`src/rtl/mem_access_arbiter.sv`:
```
// Arbitrates the shared MAR/MDR/memory port between instruction fetch and the load/store unit,
// sequencing MAR load, memory enable, MFC wait and MDR capture, with timeout abort.
module mem_access_arbiter #(
  parameter int TIMEOUT      = 15,
  parameter int STARVE_LIMIT = 3
) (
  input  logic CLK,
  input  logic RESET,
  input  logic fetchReq,
  output logic fetchGnt,
  output logic fetchDone,
  input  logic dataReq,
  input  logic dataWr,
  output logic dataGnt,
  output logic dataDone,
  output logic MARselData,
  output logic MARinEn,
  output logic memEn,
  output logic memOp,
  input  logic MFC,
  output logic MDRreadEn,
  output logic busErr
);

  localparam int TW = $clog2(TIMEOUT + 1);
  localparam int SW = $clog2(STARVE_LIMIT + 1);

  typedef enum logic [1:0] {IDLE, ADDR, ACCESS, COMPLETE} state_t;

  state_t         state, nextState;
  logic           ownerData, wrReg, errReg;
  logic [TW-1:0]  timer;
  logic [SW-1:0]  streak;
  logic           anyReq, grantData, timeoutHit;

  assign anyReq     = fetchReq | dataReq;
  // Data wins ties unless fetch has already lost STARVE_LIMIT times in a row.
  assign grantData  = dataReq & (~fetchReq | (streak != SW'(STARVE_LIMIT)));
  assign timeoutHit = (timer == TW'(TIMEOUT - 1));

  always_ff @(posedge CLK) begin
    if (!RESET) begin
      state     <= IDLE;
      ownerData <= 1'b0;
      wrReg     <= 1'b0;
      errReg    <= 1'b0;
      timer     <= '0;
      streak    <= '0;
    end else begin
      state <= nextState;
      case (state)
        IDLE: begin
          if (anyReq) begin
            ownerData <= grantData;
            wrReg     <= grantData & dataWr;
            errReg    <= 1'b0;
            if (grantData && fetchReq)
              streak <= (streak == SW'(STARVE_LIMIT)) ? streak : streak + SW'(1);
            else
              streak <= '0;
          end
        end
        ADDR: timer <= '0;
        ACCESS: begin
          if (!MFC) begin
            if (timeoutHit) errReg <= 1'b1;
            else            timer  <= timer + TW'(1);
          end
        end
        default: ;
      endcase
    end
  end

  always_comb begin
    nextState = state;
    case (state)
      IDLE:     if (anyReq) nextState = ADDR;
      ADDR:     nextState = ACCESS;
      ACCESS:   if (MFC || timeoutHit) nextState = COMPLETE;
      COMPLETE: nextState = IDLE;
      default:  nextState = IDLE;
    endcase
  end

  always_comb begin
    fetchGnt   = 1'b0;
    dataGnt    = 1'b0;
    fetchDone  = 1'b0;
    dataDone   = 1'b0;
    MARselData = 1'b0;
    MARinEn    = 1'b0;
    memEn      = 1'b0;
    memOp      = 1'b0;
    MDRreadEn  = 1'b0;
    busErr     = 1'b0;
    case (state)
      ADDR: begin
        fetchGnt   = ~ownerData;
        dataGnt    = ownerData;
        MARselData = ownerData;
        MARinEn    = 1'b1;
      end
      ACCESS: begin
        fetchGnt   = ~ownerData;
        dataGnt    = ownerData;
        MARselData = ownerData;
        memEn      = 1'b1;
        memOp      = wrReg;
      end
      COMPLETE: begin
        fetchGnt   = ~ownerData;
        dataGnt    = ownerData;
        MARselData = ownerData;
        fetchDone  = ~ownerData;
        dataDone   = ownerData;
        MDRreadEn  = ~wrReg & ~errReg;
        busErr     = errReg;
      end
      default: ;
    endcase
  end

endmodule

```
`config.mk`:
```
export PLATFORM = sky130hd
export DESIGN_NAME = mem_access_arbiter
export DESIGN_NICKNAME = d
export VERILOG_FILES = /design/src/rtl/mem_access_arbiter.sv
export SDC_FILE = /design/constraint.sdc
export NUM_CORES = 1
export LEC_CHECK = 0
export BUFFER_PORTS_ARGS = -buffer_cell sky130_fd_sc_hd__buf_2
export CAP_MARGIN = 10
export CORE_UTILIZATION = 45
export CTS_BUF_LIST = sky130_fd_sc_hd__clkbuf_8 sky130_fd_sc_hd__clkbuf_16
export DETAILED_ROUTE_END_ITERATION = 6
export PLACE_DENSITY_LB_ADDON = 0.2
export SYNTH_ARGS = -nofsm -noshare
export SYNTH_HDL_FRONTEND = slang
export SYNTH_SLANG_ARGS = --single-unit
```
`constraint.sdc`:
```
create_clock -name CLK -period 1.5 [get_ports CLK]
set_input_delay 0.15 -clock CLK [delete_from_list [all_inputs] [get_ports CLK]]
set_output_delay 0.15 -clock CLK [all_outputs]
set_load 0.05 [all_outputs]
```
==> impl_metrics.yaml <==
detailed_routing:
  drt_first_pass_iters: 4
  antenna_left: 0
  via_per_inst: 5.59
  initialDrtViolationCount: 17
  detail_route.drc_violations: 0
  routed_wire_length_per_instance_um: 12.7
  vias: 598
  overall_routed_net_length_um: 1360
min_path:
  min_delay_worst_endpoint: "wrReg"
  hp-class: "in2reg"
  worst_hold_startpoint: "dataWr"
  whs_path_depth: 3
finish:
  finish.instance_area_um2: 871
  area_growth_syn_to_layout_pct: 29.9
  footprint_of_the_multi_input_gates_um2: 434
  regArea_um2: 223
  final_standard_cell_utilization_of_the_core_pct: 64.5
  nNetsFinal: 106
  final_layout_size_suffix_gt1_share_pct: 34.8
  layoutNonFillerInstCount: 107
  antenna_cells_inserted: 0
  fillerInstances: 120
clocking:
  h-tree-depth: 1
  clk-insertion-delay-late_ns: 0.24
  postCtsSetupRepairBufs: 0
  clock_tree.buffer_depth: 2
  cts.reportedPaths.clkPinSlew_ns: 0.05
  cts_hold_repair.buffers: 0
  numCtsBuffers: 3
  clock-root-buffer: "clkbuf_8"
  cts_tree: "yes"
  numClockSinks: 11
sta:
  period_share_pct: 97.2
  fmax_mhz: 686
  slew-limit-headroom_pct: 63.5
  finalMaxSlewViolations: 0
  worst-slew-pin-transition_ns: 0.542
  layout_min_cycle_time_ns: 1.46
  grt_setup_unrepaired: "yes"
  final.setup_skew_ns: 0.00424
  timing.final.hold_violations: 0
  finalSetupViolCount: 0
yosys:
  seq_total_area_yosys_pct: 32.8
  ys_top_cells_by_count: "11 x dfxtp_1, 7 x ha_1, 5 x nand2_1, 5 x nor2_1"
  synthAdderAreaFrac_pct: 13.1
  synthTopCellsByArea: "dfxtp_1 33%, ha_1 13%, o211ai_1 3.4%"
  synth_xor_xnor_area_share_pct: 0
  muxShareOfSynthArea_pct: 2.99
  syn-cell-area_um2: 671
  yosysUniqueCellTypes: 31
  synth_edf_count: 0
  ys.flop_type: "dfxtp_1"
  synth_top_area_share_pct: 32.8
  synth_compound_area_share_pct: 19.6
  async_flop_share_pct: 0
  postSynthAreaPerCell_um2: 9.31
  ys_ff_latch: 11
  synth_cells: 72
  total_nets_after_synthesis: 85
  dominant_combinational_cell_family_by_area_after_synthesis: "simple AND/OR/NAND/NOR gates"
  synth_area_leader_cell: "dfxtp_1"
  yosys.area_share.simple_pct: 26.5
  synth.most_common_cell: "dfxtp_1"
  yosys_warnings: 0
critical_path:
  path_class: "reg2out"
  worst_r2r_endpoint: "timer[1]"
  regToRegStartpoint: "timer[0]"
  worst-r2r-setup-slack_ns: 0.09
  setup.worst_path.start_class: "flip-flop"
  worstSetupEndpointType: "output pin"
  critPathRequiredTime_ns: 1.35
  timing.reg2reg.worst_path_depth: 5
  critPathMaxFanout: 9
  critPathArrivalTime_ns: 1.31
floorplanning:
  die_y_um: 40.6
  die_w_um: 40.6
  core.rowCount: 13
  area_of_the_die_um2: 1650
  starting_density_of_the_core_pct: 49.7
  top_level_ports: 16
  core_area_um2: 1350
power:
  sum_of_internal_switching_and_leakage_power_w: 0.00169
  leakage_nw: 0.381
  power_density_nw_per_um2: 1940
  largest_vdd_supply_drop_v: 0.00118
run:
  drv.max_cap_violation_count: 0
place:
  dp.cells: 103
  gpl.final_weighted_congestion: 0.810
  placed_area_um2: 778
  portBuffers: 15
  post_detail_place_hpwl_um: 986
grt:
  overflow: 0
  pin_count_of_the_biggest_net_entering_global_routing: 10
  grt_pass1_wl_um: 2020
  antenna_found_initial: 0
  global_route_usage_over_all_layers_pct: 19.3
  via_count_of_the_first_global_routing_pass: 441
outcome:
  status: "finished clean"
-- cells by family after synthesis --
kind of cell,count (synthesis)
AND/OR/NAND/NOR,29
AO/OA/AOI/OAI,17
flip-flops,11
adder cells (fa/ha/maj),7
buffers and inverters,6
multiplexers,2
-- cell type report --
| class | instances | share of cell area (%) |
|---|---|---|
| well taps | 15 | 2.16 |
| flip-flops and latches | 11 | 25.6 |
| multi-input cells | 55 | 49.9 |
| clock buffers | 3 | 4.74 |
| repair buffers | 18 | 15.5 |
| inverters | 4 | 1.72 |
| clock inverters | 1 | 0.431 |
-- report_power, final --
part | total [W] | switching (W) | internal, W
combinational | 0.000989 | 0.000617 | 0.000373
clock | 0.000284 | 0.000105 | 0.000179
sequential | 0.000413 | 0.0000515 | 0.000361
total | 0.00169 | 0.000773 | 0.000913
-- layout by cell type (no fill, tap or decap), drive strengths merged --
| cell | instances |
|---|---|
| a311oi | 1 |
| a31oi | 1 |
| and3 | 1 |
| nand2b | 2 |
| and4b | 1 |
| nor2 | 5 |
| o221a | 2 |
| a22oi | 2 |
| nor3b | 2 |
| nand4 | 2 |
| a32oi | 1 |
| a2111oi | 1 |
| dfxtp | 11 |
| or3 | 2 |
| mux2i | 2 |
| and2 | 3 |
| clkbuf | 5 |
| a21oi | 4 |
| inv | 5 |
| buf | 16 |
| o211ai | 3 |
| and2b | 1 |
| nor2b | 2 |
| o21ai | 1 |
| nand2 | 5 |
| a21boi | 1 |
| ha | 7 |
| nand3 | 3 |
-- routing by layer --
layer | GRT usage (%) | vias up | part of all wire, %
met5 | 0 | - | 0
met4 | 5.00 | 0 | 0
met3 | 10.0 | 0 | 6.0
met2 | 27.0 | 16 | 45
met1 | 25.7 | 278 | 49
li1 | - | 304 | -
-- critical path, cell delays in order, from the launching register on --
cell and delay [ns]:
dfxtp_2 0.34, inv_1 0.06, ha_1 0.21, buf_6 0.15, nor2b_4 0.15, buf_8 0.16
-- registers in the layout, summed over array words and instances, names as in the netlist --
signal     flops
state          2
errReg         1
ownerData      1
wrReg          1
timer          4
streak         2
-- worst max-delay path by stage --
stage	startpoint	cells after the start	slack (ns)	endpoint
6_report	state[1]	5	0.04	MARselData
5_1_grt	state[1]	5	-0.03	dataGnt
4_1_cts	state[0]	5	0.007	MARselData
3_5_place_dp	state[1]	5	0.10	errReg
3_3_place_gp	state[1]	5	0.11	errReg
2_1_floorplan	state[0]	5	-0.15	dataGnt
-- per-stage QoR --
| stage | hold WS, ns | setup slack [ns] | TNS [ns] |
|---|---|---|---|
| CTS | 0.182 | 0.00679 | 0 |
| global placement | 0.437 | 0.115 | 0 |
| finish | 0.183 | 0.0426 | 0 |
| detailed placement | 0.435 | 0.101 | 0 |
| global route | 0.206 | -0.0304 | -0.0743 |
| floorplan | 0.292 | -0.152 | -0.194 |
-- timing repair --
item,in CTS,in global routing
endpoints found under the hold margin,0,0
setup endpoints to repair,3,8
resized for setup,6,11
No activity file was read; power rests on OpenSTA's default activity.
